--- src/rtl/matrix_op_controller.sv ---
// Sequencer for the matrix coprocessor: fetches operands A and B from the matrix RAM, launches the ALU,
// waits for it and writes the padding-masked result back.
//
//   state      | meaning
//   -----------+-------------------------------------------------------------
//   S_IDLE     | waiting for start; op_sel/mat_size latched on accept
//   S_CHECK    | validate latched op (one-hot) and size (2..5)
//   S_REJECT   | illegal request, error raised, no RAM/ALU activity
//   S_RD_A     | address=A_ADDR for RD_LATENCY+1 cycles, capture mat_a
//   S_RD_B     | address=B_ADDR for RD_LATENCY+1 cycles, capture mat_b
//   S_EXEC     | one-cycle alu_start pulse, timeout counter loaded
//   S_WAIT_ALU | wait for alu_done or timeout
//   S_WRITE    | address=R_ADDR, wren=1, masked result on data_out
//   S_DONE     | one-cycle done pulse, busy low
module matrix_op_controller #(
  parameter int DATA_W      = 256,
  parameter int ADDR_W      = 8,
  parameter int A_ADDR      = 0,
  parameter int B_ADDR      = 1,
  parameter int R_ADDR      = 2,
  parameter int RD_LATENCY  = 2,
  parameter int ALU_TIMEOUT = 64
) (
  input  logic              clock,
  input  logic              reset_n,
  input  logic              start,
  input  logic [2:0]        op_sel,
  input  logic [2:0]        mat_size,
  output logic              busy,
  output logic              done,
  output logic              error,
  output logic [ADDR_W-1:0] address,
  output logic              wren,
  input  logic [DATA_W-1:0] mem_q,
  output logic [DATA_W-1:0] data_out,
  output logic [DATA_W-1:0] mat_a,
  output logic [DATA_W-1:0] mat_b,
  output logic [1:0]        alu_op,
  output logic [2:0]        alu_size,
  output logic              alu_start,
  input  logic              alu_done,
  input  logic [DATA_W-1:0] alu_result
);

  typedef enum logic [3:0] {
    S_IDLE, S_CHECK, S_REJECT, S_RD_A, S_RD_B, S_EXEC, S_WAIT_ALU, S_WRITE, S_DONE
  } state_t;

  localparam int CNT_MAX = (ALU_TIMEOUT > RD_LATENCY) ? ALU_TIMEOUT : RD_LATENCY;
  localparam int CNT_W   = $clog2(CNT_MAX + 1);
  localparam int NBYTES  = DATA_W / 8;
  localparam logic [CNT_W-1:0] RD_LOAD = CNT_W'(RD_LATENCY);
  localparam logic [CNT_W-1:0] TO_LOAD = CNT_W'(ALU_TIMEOUT - 1);

  state_t            state_q, state_d;
  logic [CNT_W-1:0]  cnt_q, cnt_d;
  logic [2:0]        op_q, op_d;
  logic [2:0]        size_q, size_d;
  logic              err_q, err_d;
  logic [DATA_W-1:0] mat_a_q, mat_a_d;
  logic [DATA_W-1:0] mat_b_q, mat_b_d;
  logic [DATA_W-1:0] data_q, data_d;

  logic              cfg_ok;
  logic [5:0]        n_elems;
  logic [DATA_W-1:0] keep_mask;

  assign cfg_ok  = (op_q inside {3'b001, 3'b010, 3'b100}) && (size_q >= 3'd2) && (size_q <= 3'd5);
  assign n_elems = {3'b000, size_q} * {3'b000, size_q};

  // Element 0 sits in the top byte, so padding is everything below byte N*N.
  always_comb begin
    keep_mask = '0;
    for (int i = 0; i < NBYTES; i++) begin
      if (i < int'(n_elems)) keep_mask[DATA_W-1-8*i -: 8] = 8'hFF;
    end
  end

  always_ff @(posedge clock or negedge reset_n) begin
    if (!reset_n) begin
      state_q <= S_IDLE;
      cnt_q   <= '0;
      op_q    <= '0;
      size_q  <= '0;
      err_q   <= 1'b0;
      mat_a_q <= '0;
      mat_b_q <= '0;
      data_q  <= '0;
    end else begin
      state_q <= state_d;
      cnt_q   <= cnt_d;
      op_q    <= op_d;
      size_q  <= size_d;
      err_q   <= err_d;
      mat_a_q <= mat_a_d;
      mat_b_q <= mat_b_d;
      data_q  <= data_d;
    end
  end

  always_comb begin
    state_d = state_q;
    cnt_d   = cnt_q;
    op_d    = op_q;
    size_d  = size_q;
    err_d   = err_q;
    mat_a_d = mat_a_q;
    mat_b_d = mat_b_q;
    data_d  = data_q;
    unique case (state_q)
      S_IDLE: begin
        if (start) begin
          op_d    = op_sel;
          size_d  = mat_size;
          err_d   = 1'b0;
          state_d = S_CHECK;
        end
      end
      S_CHECK: begin
        if (cfg_ok) begin
          cnt_d   = RD_LOAD;
          state_d = S_RD_A;
        end else begin
          err_d   = 1'b1;
          state_d = S_REJECT;
        end
      end
      S_REJECT: state_d = S_DONE;
      S_RD_A: begin
        if (cnt_q == '0) begin
          mat_a_d = mem_q;
          cnt_d   = RD_LOAD;
          state_d = S_RD_B;
        end else begin
          cnt_d = cnt_q - CNT_W'(1);
        end
      end
      S_RD_B: begin
        if (cnt_q == '0) begin
          mat_b_d = mem_q;
          state_d = S_EXEC;
        end else begin
          cnt_d = cnt_q - CNT_W'(1);
        end
      end
      S_EXEC: begin
        cnt_d   = TO_LOAD;
        state_d = S_WAIT_ALU;
      end
      S_WAIT_ALU: begin
        if (alu_done) begin
          data_d  = alu_result & keep_mask;
          state_d = S_WRITE;
        end else if (cnt_q == '0) begin
          err_d   = 1'b1;
          state_d = S_DONE;
        end else begin
          cnt_d = cnt_q - CNT_W'(1);
        end
      end
      S_WRITE: state_d = S_DONE;
      S_DONE:  state_d = S_IDLE;
      default: state_d = S_IDLE;
    endcase
  end

  always_comb begin
    address = '0;
    unique case (state_q)
      S_RD_A:  address = ADDR_W'(A_ADDR);
      S_RD_B:  address = ADDR_W'(B_ADDR);
      S_WRITE: address = ADDR_W'(R_ADDR);
      default: address = '0;
    endcase
  end

  // Outputs decode straight from state so a reset drops wren without waiting for an edge.
  assign busy      = (state_q != S_IDLE) && (state_q != S_DONE);
  assign done      = (state_q == S_DONE);
  assign wren      = (state_q == S_WRITE);
  assign alu_start = (state_q == S_EXEC);
  assign error     = err_q;
  assign data_out  = data_q;
  assign mat_a     = mat_a_q;
  assign mat_b     = mat_b_q;
  assign alu_size  = size_q;
  assign alu_op    = op_q[2] ? 2'b10 : (op_q[1] ? 2'b01 : 2'b00);

endmodule

--- config.mk ---
export PLATFORM = sky130hd
export DESIGN_NAME = matrix_op_controller
export DESIGN_NICKNAME = d
export VERILOG_FILES = /design/src/rtl/matrix_op_controller.sv
export SDC_FILE = /design/constraint.sdc
export NUM_CORES = 1
export LEC_CHECK = 0
export CORE_AREA = 2 2 512 514
export CTS_CLUSTER_SIZE = 16
export DETAILED_ROUTE_END_ITERATION = 10
export DIE_AREA = 0 0 514 516
export GPL_TIMING_DRIVEN = 0
export PLACE_DENSITY = 0.31
export SYNTH_ARGS = -nofsm -noshare
export SYNTH_HDL_FRONTEND = slang
export SYNTH_SLANG_ARGS = --single-unit
--- constraint.sdc ---
create_clock -name clock -period 2.3 [get_ports clock]
set_input_delay 0.345 -clock clock [delete_from_list [all_inputs] [get_ports clock]]
set_output_delay 0.345 -clock clock [all_outputs]
set_load 0.005 [all_outputs]
---- Yosys cells after proc, flatten, opt, wreduce, memory -nomap -nowiden ----
Index checks and enable logic that the tools add are counted.
Widths: inputs -> output; s select.
word-level totals
  bits in latches ......................... 0
  memory bits (writable) .................. 0
  bits of input ports ..................... 522
  memories kept ........................... 0
  output and inout bits ................... 786
  flip-flop bits (word level) ............. 786
  ROM bits ................................ 0
  word-level logic and storage cells ...... 134
operators by class
  bitwise gates (word level) .............. 1
  multiply operators ...................... 1
  muxes and demuxes ....................... 52
  reduce and logical (&&, ||, !) cells .... 17
  div/mod/pow operators ................... 0
  add/subtract/negate cells ............... 1
  magnitude comparators ................... 34
  equality and inequality tests ........... 20
  shift-type cells ........................ 0
operator list
  kind                 number
  $and 256x256->256    1
  $mux 8               32
  $lt 5x6->1 const A   16
  $lt 4x6->1 const A   8
  $pmux 7 s5           1
  $mux 7               4
  $pmux 4 s7           1
  $lt 3x6->1 const A   4
  $mux 4               5
  $eq 4x3->1 const B   4
  $ne 2x2->1 const B   7
  $lt 1x6->1 const A   2
  $lt 2x6->1 const A   2
  $eq 4x2->1 const B   2
  $reduce_and 2->1     4
  $logic_not 7->1      1
  $sub 7x1->7 const B  1
  $mul 3x3->6          1
  $mux 1               6
  $reduce_bool 3->1    2
  $reduce_and 5->1     1
  $reduce_bool 5->1    1
  $eq 4x1->1 const B   1
  $eq 4x4->1 const B   1
  16 further kinds     18

---- Logic depth before layout (Yosys ltp) ----
  word-level depth ........................ 6
  gate-level depth with buffers ........... 9
  depth with buffers taken out ............ 7

---- Worst setup path before layout ----
OpenSTA, ideal clock, no wires.
  path kind ............................... flip-flop to flip-flop
  from .................................... register cnt_q[0]
  to ...................................... register mat_a_q[205], in the netlist mat_a[205]
  library setup time ...................... 125 ps
  path buffers ............................ 3
  period minus slack after synthesis ...... 2380 ps
  cell stages (with the launch flop) ...... 10
  data arrival time ....................... 2255 ps
  data required time ...................... 2175 ps
  slack ................................... -80 ps
  path through ............................ dfrtp_1 > inv_1 > ha_1 > or4b_4 > nor3_4 > and3_1 > buf_4 > buf_12 > buf_12 > mux2_2
on the way
  longest elaborated chain between the ends .. 2
ends and longest elaborated chain
  element                     line  source
  start: declaration          56    logic [CNT_W-1:0] cnt_q, cnt_d;
  start signal: assignment    91    cnt_q <= cnt_d;
  $logic_not 7->1             130   if (cnt_q == '0) begin
  $reduce_and 2->1 (no line)  n/a
  end signal: assignment      95    mat_a_q <= mat_a_d;
  end: declaration            60    logic [DATA_W-1:0] mat_a_q, mat_a_d;
No other way between the ends.
A chain may end at the register's enable or synchronous reset.

---- Final worst setup path ----
  from .................................... register cnt_q[0]
  to ...................................... register mat_a_q[131], in the netlist mat_a[131]
Same word-level chain as after synthesis.

==> reports/metrics.json <==
{
  "status": "finished, violations left",
  "failing_checks": "negative setup slack",
  "chipWidth_um": 514,
  "yosys_warnings": 0,
  "seq_power_share_pct": 34.9,
  "fin_crit_sh_pct": 110,
  "tritoncts_num_sinks": 786,
  "dp_hpwl_um": 142000,
  "clock_power_share_pct": 26.1,
  "synth_enable_flop_cells": 0,
  "final_max_slew_viol_count": 0,
  "switchingPower_uw": 20400,
  "pin_count_of_the_biggest_net_entering_global_routing": 101,
  "critical_path_endpoint_category": "register",
  "finalInstanceArea_um2": 53600,
  "buffers_added_on_ports": 1301,
  "fp.dieArea_um2": 265000,
  "postRouteAntennaNets": 0,
  "layout_common_cells": "sky130_fd_sc_hd__clkdlybuf4s50_1 (1293), sky130_fd_sc_hd__dfrtp_1 (780), sky130_fd_sc_hd__mux2_2 (377)",
  "layout.nets": 4016,
  "drt-vias-per-instance": 3.33,
  "final_common_cell": "sky130_fd_sc_hd__clkdlybuf4s50_1",
  "synth_top_family_by_area": "multiplexers",
  "share_comb_of_total_power_pct": 39.0,
  "final-setup-viol-count": 507,
  "final_layout_size_suffix_gt1_share_pct": 25.6,
  "ys_seq_elements": 786,
  "cts.reportedPaths.clkPinSlew_ns": 0.06,
  "grtUsageTotal_pct": 12.9,
  "setup.worst_path.class": "register to register",
  "synthFlopType": "sky130_fd_sc_hd__dfrtp_1",
  "power.ir.vdd_worst_mv": 0.672,
  "arithmetic_cell_share_of_the_synthesized_area_counting_full_adders_half_adders_and_majority_gates_pct": 0.125,
  "timing.slew.headroom_pct": 55.0,
  "initial_utilization_pct": 11.6,
  "syn-cell-area_um2": 30000,
  "grt_antenna_before_repair": 42,
  "finalHoldViolCount": 0,
  "arrival_ns": 3.16,
  "critical_path.startpoint_type": "register",
  "num_io_pins": 1308,
  "synth_compound_area_share_pct": 5.88,
  "drt_wl_total_um": 181000,
  "timing.critical_path.required_ns": 2.94,
  "max_cap_viol_count": 0,
  "cts_made_buffers": 108,
  "crit_path_max_fanout": 10,
  "route.detailed.drc": 0,
  "max_clock_freq_mhz": 397,
  "iter_0_drt_violations": 909,
  "wire_per_inst_um": 25.8,
  "drt_first_pass_iters": 4,
  "insertion_delay_ns": 0.76,
  "timing_worst_slew_pin_value_ns": 0.675,
  "core.rowCount": 187,
  "postSynthAreaPerCell_um2": 15.1,
  "grt-ovfl-total": 0,
  "synth-simple-area-share_pct": 4.90,
  "hp-class": "primary input to asynchronous set/reset pin",
  "gp_congestion": 0.807,
  "wire_length_of_the_first_global_routing_pass_um": 236000,
  "detailed_place.area_um2": 47600,
  "skew_ns": 0.0625,
  "core_um2": 259000,
  "area_delta_synth_final_pct": 78.9,
  "leakagePower_uw": 0.0225,
  "clock_tree.htree_level_count": 3,
  "parity_gate_share_of_the_synthesized_area_counting_xor_and_xnor_cells_pct": 0.117,
  "die-height_um": 516,
  "switching_power_as_a_share_of_total_power_pct": 31.2,
  "pwr_density_cell_nw_per_um2": 1220,
  "post_synth_arst_share_pct": 100,
  "synth.area.mux_share_pct": 19.8,
  "rsz0062_at_grt": "yes",
  "setup_slack_ns": -0.221,
  "power.internal_uw": 45000,
  "register_area_share_after_synthesis_pct": 65.6,
  "clock_path_buffers": 3,
  "cts-root-buf": "sky130_fd_sc_hd__clkbuf_16",
  "post_synth_inst_count": 1987,
  "synth.distinct_cells": 53,
  "cts_tree": "done",
  "detailroute.via_count": 23263,
  "period_minus_slack_ns": 2.52,
  "fin_setup_tns_ns": -60.03,
  "via_count_of_the_first_global_routing_pass": 24993
}
## stage by stage
step	cells	worst slack, ns	power (µW)	utilization [%]	hold slack, ns
detailed placement	6706	-1.44	47600	18.3	0.274
finish	6989	-0.221	65400	20.7	0.0832
CTS	6946	-0.354	66400	20.3	-0.128
floorplan	1992	-0.0470	29300	-	0.0494
global placement	6695	-41.39	47700	18.2	0.455
global route	6979	-0.324	69100	20.7	0.0188
## registers in the layout, indices dropped and copies added (netlist names)
name / count
data_out: 256
mat_a: 256
mat_b: 256
cnt_q: 7
state_q: 4
alu_size: 3
op_q: 3
error: 1
## synth_stat cells, drive strengths merged, types with 2 or more instances
cell type | instances | area share (%)
or2 | 2 | 0.042
nor3 | 6 | 0.17
dfrtp | 786 | 66
nand3b | 3 | 0.075
inv | 3 | 0.038
ha | 3 | 0.13
nor2b | 3 | 0.063
a211o | 2 | 0.058
nor2 | 12 | 0.15
nand2 | 184 | 2.3
o21ai | 12 | 0.20
clkbuf | 53 | 0.66
buf | 83 | 2.8
or3 | 6 | 0.13
nor3b | 2 | 0.050
and2 | 4 | 0.084
mux2 | 518 | 20
o2111a | 3 | 0.11
a22o | 169 | 4.9
a31oi | 2 | 0.042
a221o | 2 | 0.067
xor2 | 4 | 0.12
a21oi | 9 | 0.15
and3 | 4 | 0.084
nand2b | 5 | 0.10
nand3 | 88 | 1.5
## cell families after synthesis
kind of cell    Yosys count
simple gates            325
fa+ha+maj                 3
flops                   786
other cells               1
xor+xnor                  4
compound gates          210
mux                     518
buf+inv                 140
## worst max-delay path, stage by stage (launching register included)
cell                      delay (ns)
sky130_fd_sc_hd__dfrtp_1        0.39
sky130_fd_sc_hd__inv_2          0.06
sky130_fd_sc_hd__ha_1           0.13
sky130_fd_sc_hd__or4b_4         0.48
sky130_fd_sc_hd__nor3_4         0.15
sky130_fd_sc_hd__and3_4         0.21
sky130_fd_sc_hd__buf_12         0.13
sky130_fd_sc_hd__buf_12         0.11
sky130_fd_sc_hd__buf_6          0.10
sky130_fd_sc_hd__buf_16         0.14
sky130_fd_sc_hd__buf_12         0.16
sky130_fd_sc_hd__mux2_2         0.34
## power by group through the flow
stage          combinational, µW  sequential (µW)  clock (µW)
2_1_floorplan               6650            22700           0
3_3_place_gp               24500            23200           0
3_5_place_dp               24600            23000           0
4_1_cts                    25500            22900       17900
5_1_grt                    27100            23600       18400
6_report                   25500            22800       17100
## what timing repair did
action                                  4_1_cts  5_1_grt
hold endpoints to repair                    118       29
buffers inserted                             35       10
gates cloned                                 15       20
resized for setup                           226       98
pin swaps                                     7        2
endpoints found under the setup margin      808      879
hold buffers                                  7        2
## cell type report
cell class	count	area [µm²]
clock inverter	25	350
fill	27837	206000
antenna	14	35.0
buffer	126	1370
inverter	4	15.0
sequential	786	19700
timing repair buffer	1399	14900
clock buffer	167	3210
multi-input combinational	1066	9790
tap	3402	4260
## path summary, 6_finish.rpt
kind                                     startpoint                   endpoint  slack (ns)  cells after the start
max in group asynchronous                   reset_n   data_out[59]$_DFFE_PN0P_        0.53                     10
min reg2reg                data_out[55]$_DFFE_PN0P_   data_out[55]$_DFFE_PN0P_        0.46                      2
max reg2reg                    cnt_q[0]$_DFFE_PN0P_     mat_a[131]$_DFFE_PN0P_       -0.22                     11
max                            cnt_q[0]$_DFFE_PN0P_     mat_a[131]$_DFFE_PN0P_       -0.22                     11
min                                         reset_n     mat_b[178]$_DFFE_PN0P_        0.08                      7
min in group clock                  alu_result[250]  data_out[250]$_DFFE_PN0P_        0.14                      3
## routing by layer
metal	part of all wire [%]	up-vias	global-route usage, %
met1	38	11845	14.3
met2	50	993	22.6
met4	2.4	38	3.23
met5	0.13	-	0
met3	9.3	225	5.56
li1	-	10162	-
No activity file was read; power rests on OpenSTA's default activity.
